File: src/rtl/microcode_sequencer.sv
// Microcode sequencer: steps T0..T5 and decodes ireg[7:4] into the control word.
// Build option SEQ_EARLY_END_EN: return to T0 right after an instruction's last non-empty step.
module microcode_sequencer #(
    parameter int CONTROL_SIGNALS = 15
) (
    input  logic                       clk,
    input  logic                       rst,
    input  logic [7:0]                 ireg,
    input  logic                       zf,
    input  logic                       cf,
    output logic [CONTROL_SIGNALS-1:0] ctrl,
    output logic [2:0]                 tstate,
    output logic                       halted
);
    localparam logic [14:0] C_HLT = 15'h0001;
    localparam logic [14:0] C_MAI = 15'h0002;
    localparam logic [14:0] C_MI  = 15'h0004;
    localparam logic [14:0] C_MO  = 15'h0008;
    localparam logic [14:0] C_II  = 15'h0010;
    localparam logic [14:0] C_AI  = 15'h0020;
    localparam logic [14:0] C_AO  = 15'h0040;
    localparam logic [14:0] C_ALO = 15'h0080;
    localparam logic [14:0] C_ALS = 15'h0100;
    localparam logic [14:0] C_BI  = 15'h0200;
    localparam logic [14:0] C_OUI = 15'h0800;
    localparam logic [14:0] C_PCS = 15'h1000;
    localparam logic [14:0] C_PCO = 15'h2000;
    localparam logic [14:0] C_PCI = 15'h4000;

    typedef enum logic {S_RUN, S_HALT} state_t;

    state_t      state;
    logic        taken_q;
    logic [3:0]  opcode;
    logic        jmp_cond;
    logic        step_last;
    logic [14:0] word;
    logic        unused_ireg;

    assign opcode      = ireg[7:4];
    assign unused_ireg = ^ireg[3:0];

    function automatic logic [14:0] decode(input logic [3:0] op, input logic [2:0] t,
                                           input logic jc);
        logic [14:0] w;
        w = '0;
        case (t)
            3'd0: w = C_PCO | C_MAI;
            3'd1: w = C_MO | C_II | C_PCS;
            default: begin
                case (op)
                    4'd1, 4'd2, 4'd3, 4'd4: begin
                        case (t)
                            3'd2: w = C_PCO | C_MAI;
                            3'd3: w = C_MO | C_MAI | C_PCS;
                            3'd4: w = (op == 4'd1) ? (C_MO | C_AI) :
                                      (op == 4'd4) ? (C_AO | C_MI) : (C_MO | C_BI);
                            3'd5: w = (op == 4'd2) ? (C_ALO | C_AI) :
                                      (op == 4'd3) ? (C_ALO | C_ALS | C_AI) : '0;
                            default: w = '0;
                        endcase
                    end
                    4'd5: begin
                        if (t == 3'd2) w = C_PCO | C_MAI;
                        else if (t == 3'd3) w = C_MO | C_AI | C_PCS;
                    end
                    4'd6: begin
                        if (t == 3'd2) w = C_PCO | C_MAI;
                        else if (t == 3'd3) w = C_MO | C_PCI;
                    end
                    4'd7, 4'd8: begin
                        // Not-taken branches only step the PC over the operand byte.
                        if (t == 3'd2) w = jc ? (C_PCO | C_MAI) : C_PCS;
                        else if (t == 3'd3 && jc) w = C_MO | C_PCI;
                    end
                    4'd14: if (t == 3'd2) w = C_AO | C_OUI;
                    4'd15: if (t == 3'd2) w = C_HLT;
                    default: w = '0;
                endcase
            end
        endcase
        return w;
    endfunction

`ifdef SEQ_EARLY_END_EN
    function automatic logic [2:0] last_step(input logic [3:0] op, input logic jc);
        case (op)
            4'd1, 4'd4:   return 3'd4;
            4'd2, 4'd3:   return 3'd5;
            4'd5, 4'd6:   return 3'd3;
            4'd7, 4'd8:   return jc ? 3'd3 : 3'd2;
            4'd14, 4'd15: return 3'd2;
            default:      return 3'd1;
        endcase
    endfunction

    assign step_last = (tstate >= last_step(opcode, jmp_cond));
`else
    assign step_last = (tstate == 3'd5);
`endif

    // Branch condition: live flag during T2, the latched decision afterwards.
    always_comb begin
        jmp_cond = taken_q;
        if (tstate == 3'd2)
            jmp_cond = (opcode == 4'd7) ? cf : ((opcode == 4'd8) ? zf : 1'b0);
    end

    always_comb begin
        word = decode(opcode, tstate, jmp_cond);
        if (state == S_HALT) word = C_HLT;
        if (!rst) word = '0;
    end

    assign ctrl = CONTROL_SIGNALS'(word);

    always_ff @(posedge clk or negedge rst) begin
        if (!rst) begin
            state   <= S_RUN;
            tstate  <= 3'd0;
            taken_q <= 1'b0;
            halted  <= 1'b0;
        end else if (state == S_RUN) begin
            if (tstate == 3'd2) taken_q <= jmp_cond;
            if (tstate == 3'd2 && opcode == 4'd15) begin
                state  <= S_HALT;
                halted <= 1'b1;
            end else if (step_last) begin
                tstate <= 3'd0;
            end else begin
                tstate <= tstate + 3'd1;
            end
        end
    end
endmodule

File: config.mk
export PLATFORM = sky130hd
export DESIGN_NAME = microcode_sequencer
export DESIGN_NICKNAME = d
export VERILOG_FILES = /design/src/rtl/microcode_sequencer.sv
export SDC_FILE = /design/constraint.sdc
export NUM_CORES = 1
export LEC_CHECK = 0
export BUFFER_PORTS_ARGS = -buffer_cell sky130_fd_sc_hd__buf_4
export CAP_MARGIN = 30
export CORE_ASPECT_RATIO = 0.9
export CORE_MARGIN = 1
export CORE_UTILIZATION = 47
export DETAILED_ROUTE_END_ITERATION = 8
export GPL_TIMING_DRIVEN = 1
export PLACE_DENSITY = 0.78
export SYNTH_ARGS = -nofsm -noshare
export SYNTH_HDL_FRONTEND = slang
export SYNTH_SLANG_ARGS = --single-unit
File: constraint.sdc
create_clock -name clk -period 2.13 [get_ports clk]
set_input_delay 0.213 -clock clk [delete_from_list [all_inputs] [get_ports clk]]
set_output_delay 0.213 -clock clk [all_outputs]
set_load 0.005 [all_outputs]
==> results of run 1 <==
==> per-layer routing <==
layer	routed length, µm	part of all wire
met1	935	0.46
met2	977	0.49
met3	91	0.045
met4	8	0.0040
met5	0	0
==> where the power goes <==
group          internal (W)  switching, W  total [W]
Combinational      0.000304      0.000355   0.000658
Sequential         0.000171     0.0000585   0.000230
Clock             0.0000639     0.0000437   0.000108
Total              0.000539      0.000457   0.000996
==> timing repair <==
| action | in CTS | in global routing |
|---|---|---|
| hold buffers | 1 | 0 |
| gates resized for setup | 1 | 2 |
| setup endpoints to repair | 1 | 6 |
| hold endpoints to repair | 6 | 0 |
==> cell usage in the layout, fill, tap and decap left out, types with 2 or more instances in the layout <==
cell,n
o21ai_0,4
and2_1,2
mux2i_1,2
nor2_1,7
nand3_1,5
buf_4,27
dfrtp_1,5
o21bai_1,2
clkbuf_4,3
nor3_1,7
nor4_1,2
nor2b_1,4
inv_1,2
a21boi_1,2
nand2b_2,2
a21oi_1,4
nand2_1,4
==> logic make-up (layout without fill, tap and decap cells) <==
kind of cell | Yosys count | in the layout | synth area share
other | 1 | 1 | 0.00489
flip-flops | 6 | 6 | 0.196
buffers and inverters | 12 | 34 | 0.0995
XOR/XNOR | 1 | 1 | 0.0114
adder cells (fa/ha/maj) | 1 | 1 | 0.0163
AO/OA/AOI/OAI | 26 | 26 | 0.254
multiplexers | 3 | 3 | 0.0408
AND/OR/NAND/NOR | 47 | 47 | 0.377
==> stage by stage <==
step | std cells | utilization | worst slack (ps) | total power, W
after global placement | 137 | 0.630 | 328 | 0.000840
after floorplan | 97 | - | 384 | 0.000665
after CTS | 141 | 0.656 | 46.6 | 0.000981
after global routing | 141 | 0.658 | 9.18 | 0.00106
after detailed placement | 137 | 0.630 | 276 | 0.000864
final | 141 | 0.658 | 74.6 | 0.000996
==> worst paths after layout <==
path                              to  depth (start not counted)
max in group asynchronous  tstate[2]                          2
hold / removal               taken_q                          2
min in group clk             taken_q                          3
setup reg to reg           tstate[2]                          5
hold reg to reg               halted                          1
setup / recovery             ctrl[3]                          6
==> state kept, by name (all words and copies together), names as in the netlist <==
register and flops:
halted 1, tstate 3, state 1, taken_q 1
==> final cells by class <==
type                    instances  area [µm²]
multi-input cells              79         549
fillers                       112         505
repair buffers                 28         213
flip-flops and latches          6         151
well taps                      22        27.5
clock buffers                   3        22.5
inverters                       3        11.3
==> flow_summary.ini, run 1 <==
[grt]
grtUsageMet2 = 0.441
top_usage_layer = met2
overflow = 0
antenna_found_initial = 0
use_met3 = 0.0180
use_met1 = 0.313
grt_start_max_net_pins = 15
grt_first_pass_wirelength_mm = 3.17
grt_pass1_vias = 735
grt_usage = 0.247

[synth]
synthTopCellsByArea = dfrtp_1, nor3_1, nor2_1, nand3_1, nor2b_1
synth_area_um2 = 767
netlist_top_cells_count = nor2_1, nor3_1, dfrtp_1
netlist_instances = 97
synthFlopType = dfrtp_1
yosys.area.top_type_share = 0.196
ys_seq_elements = 6
syn_nets = 110
synth_edf_count = 0
synth_cell_types = 51
synth.avg_cell_area_um2 = 7.91
yosysWarnings = 0
yosysTopAreaCell = dfrtp_1
ys_seq_area_frac = 0.196
synthArstFlopShare = 1.00

[cells_and_area]
finalInstanceArea_um2 = 975
antenna_cells = 0
finalNetCount = 134
drive_gt1_frac = 0.345
area_growth_pct = 27.1

[hold_path]
hold_class = input port to asynchronous set/reset pin

[sta]
fin_worst_skew_ps = 1.44
setup_viol = 0
max_freq_mhz = 487
rsz0062_at_grt = false
fin_crit_sh = 0.965
min_period_ps = 2060
slew_viol_final = 0
whs_ps = 331
fin_tns_setup_ps = 0
final-hold-violation-count = 0

[clocking]
h-tree-depth = 1
clockBufferDepth = 2
clock-sinks = 6
cts_inserted_buffers = 3
clock_latency_ps = 250
cts_setup_buffers = 0
clkTransAtPathRegs_ps = 50
cts_tree = yes
root_buffer = clkbuf_4

[critical_path]
r2r_slack_ps = 530
crit_path_cell_trace = inv_1 -> ha_1 -> a21oi_2 -> o41a_1 -> a311oi_2 -> buf_4
crit_required_ps = 1920
critical-path-max-stage-delay_ps = 470
cp.arrival_ps = 1840
setup.worst_path.start_class = register
crit_type = register to output pin
end_kind = output pin
cp-startpoint = tstate[2]
slowest_stage = dfrtp_2
critPathTopFamily = compound AO/OA/AOI/OAI gates
r2r-start = tstate[0]
critPathMaxFanout = 10
cp_num_buf_inv = 2

[place]
gp_congestion = 0.803
dp_hpwl_mm = 1.49
place_area_um2 = 932
port_buffers = 25

[power_and_ir_drop]
leakage_nw = 0.406
cellPowerDensity_nw_per_um2 = 1020
ir_drop_mv = 0.739

[drt]
viasPerCell = 5.86
drc = 0
drt_pre_antenna_iters = 4
drt-initial-drc-count = 21
antenna_left = 0
post_drt_wl_per_cell_um = 14.3
wl_mm = 2.01
via_count = 826

[floorplanning]
placeableCoreArea_um2 = 1480
die_w_um = 44.6
die-area_um2 = 1800
rows = 13
pin_count = 31
die_y_um = 40.3
initial_core_util = 0.518

[run_status]
status = completed

[job]
maxCapViolCount = 0
No activity file was read; power rests on OpenSTA's default activity.
==> run 2, diff against run 1 <==
ABC_AREA = 1   (was not set)
CORE_UTILIZATION = 46   (was 47)
PLACE_DENSITY = not set   (was 0.78)
PLACE_DENSITY_LB_ADDON = 0.3   (was not set)
==> run 2 against run 1 <==
  * Critical path depth is 4 higher
  * Global-route usage is 1.3 points higher
  * Critical endpoint unchanged
  * Critical path type unchanged
  * Clock skew is 1.2 ps higher
  * Area after synthesis is 9.3% lower
  * Utilization is 4.2 points higher
  * Clock power is 6% lower
  * First-iteration DRC count is 14% higher
==> flow_summary.ini, run 2 <==
[drt]
antenna_left = 0
drt_pre_antenna_iters = 4
drt-initial-drc-count = 24
drc = 0
wl_mm = 1.83
viasPerCell = 5.16
post_drt_wl_per_cell_um = 11.3
via_count = 836

[synth]
synthXorXnorAreaFrac = 0.0126
synth.most_common_cell = nand2_1
yosysWarnings = 0
synth_top_family_by_area = simple AND/OR/NAND/NOR gates
netlist_top_cells_count = nand2_1, inv_1, nor2_1
synth_simple_gate_area_frac = 0.523
synthArstFlopShare = 1.00
synth_compound_area_frac = 0.0647
synthTopCellsByArea = dfrtp_1, nand2_1, inv_1, nor2_1, nand3_2
synthFlopType = dfrtp_1
yosysTopAreaCell = dfrtp_1
ys_seq_elements = 6
synthAdderAreaFrac = 0.0180
ys_seq_area_frac = 0.216
synth.avg_cell_area_um2 = 5.80
syn_nets = 133
synth_area_um2 = 696
netlist_instances = 120
synthMuxAreaShare = 0.0144
yosys.area.top_type_share = 0.216
synth_cell_types = 23
synth_edf_count = 0

[floorplanning]
die-area_um2 = 1670
die_w_um = 43.0
rows = 12
placeableCoreArea_um2 = 1320
pin_count = 31
die_y_um = 38.9
initial_core_util = 0.527

[power_and_ir_drop]
cellPowerDensity_nw_per_um2 = 290
ir_drop_mv = 0.332
leakage_nw = 0.546

[grt]
grt_first_pass_wirelength_mm = 3.17
grtUsageMet2 = 0.466
overflow = 0
grt_usage = 0.260
grt_start_max_net_pins = 9
use_met1 = 0.321
grt_pass1_vias = 768
top_usage_layer = met2
antenna_found_initial = 0
use_met3 = 0.0701

[sta]
setup_viol = 0
fin_worst_skew_ps = 2.66
layout_setup_ws_ps = 203
fin_crit_sh = 0.905
max_freq_mhz = 519
fin_tns_setup_ps = 0
min_period_ps = 1930
final-hold-violation-count = 0
rsz0062_at_grt = false
slew_viol_final = 0

[job]
maxCapViolCount = 0

[critical_path]
critPathMaxFanout = 8
crit_required_ps = 1920
cp.arrival_ps = 1710
crit_type = register to output pin
end_kind = output pin
r2r-start = tstate[0]
setup.worst_path.start_class = register
ff2ff_path_depth = 8
r2r_slack_ps = 680
r2r-end = tstate[2]

[cells_and_area]
largest_register_ffs = 3
finalNetCount = 163
area_growth_pct = 33.1
final_common_cell = nand2_1
fillCellCount = 128
finalInstanceArea_um2 = 926
drive_gt1_frac = 0.284
layout_common_cells = nand2_1, buf_4, inv_1
largest_register = tstate
antenna_cells = 0

[clocking]
root_buffer = clkbuf_4
clockBufferDepth = 2
clock-sinks = 6
clock_latency_ps = 240
clkTransAtPathRegs_ps = 40
cts_inserted_buffers = 3
cts_tree = yes
cts_resized = 0
h-tree-depth = 1

[place]
dp_hpwl_mm = 1.49
gp_congestion = 0.932
place_ws_ps = 506
port_buffers = 25
place_area_um2 = 893

[hold_path]
hold_class = input port to register
hold-path-cell-count = 3
holdPathEnd = halted
worstHoldStart = ireg[6]

[run_status]
status = completed
## run 2: cell types whose count changed after synthesis, moves of 3 or more
| cell | change |
|---|---|
| nand3_2 | +4 |
| nand3b_1 | +3 |
| inv_2 | +3 |
| nand2_2 | +5 |
| buf_2 | -4 |
| nor2_1 | +11 |
| inv_1 | +19 |
| nand2_1 | +27 |
| nor2b_1 | -4 |
## run 2: logic make-up after synthesis
| family | after synthesis |
|---|---|
| AND/OR/NAND/NOR | 76 |
| buffers and inverters | 26 |
| AO/OA/AOI/OAI | 8 |
| flip-flops | 6 |
| adder cells (fa/ha/maj) | 1 |
| other | 1 |
| XOR/XNOR | 1 |
| multiplexers | 1 |
## run 2: what timing repair did
item / 4_1_cts / 5_1_grt
setup buffers: 0 / 0
hold buffers: 1 / 0
endpoints found under the hold margin: 6 / 0
## run 2: where the power goes
group | switching, W | internal (W)
sequential | 0 | 0.000114
combinational | 0.0000308 | 0.0000208
clock | 0.0000386 | 0.0000636
total | 0.0000693 | 0.000199
## run 2: metrics by stage
stage / utilization / cells / power [W] / hold slack, ps
6_report: 0.701 / 162 / 0.000268 / 361
5_1_grt: 0.701 / 162 / 0.000284 / 372
4_1_cts: 0.701 / 162 / 0.000272 / 360
3_5_place_dp: 0.676 / 158 / 0.000166 / 26.4
3_3_place_gp: 0.676 / 158 / 0.000165 / 23.7
2_1_floorplan: - / 120 / 0.000145 / -82.6
## run 2: worst max-delay path by stage
stage          startpoint  endpoint  slack [ps]
2_1_floorplan   tstate[1]   ctrl[3]         760
3_3_place_gp    tstate[1]   ctrl[6]         550
3_5_place_dp    tstate[1]   ctrl[3]         510
4_1_cts         tstate[1]   ctrl[3]         230
5_1_grt         tstate[1]   ctrl[6]          80
6_report        tstate[1]   ctrl[3]         200
## run 2: final cells by class
cell class                      instances  area [µm²]  share of cell area
Tap cell                               14        17.5              0.0189
Timing Repair Buffer                   26         198               0.214
Clock buffer                            3        22.5              0.0243
Multi-Input combinational cell         88         444               0.480
Sequential cell                         6         150               0.162
Inverter                               25        93.8               0.101
## run 2: critical path: stages, from the launching register on
cell and delay [ps]:
dfrtp_1 470, nand2_1 110, inv_1 40, ha_1 200, nand2_1 120, nor2_1 70, a21oi_1 140, nand3_1 90
nand2_1 70, inv_1 40, buf_4 120
## run 2: routing by layer
metal  part of all wire  routed length, µm  up-vias
li1                   -                  -      428
met1               0.45                827      371
met2               0.48                882       35
met3              0.064                117        2
met4             0.0044                  8        0
met5                  0                  0        -
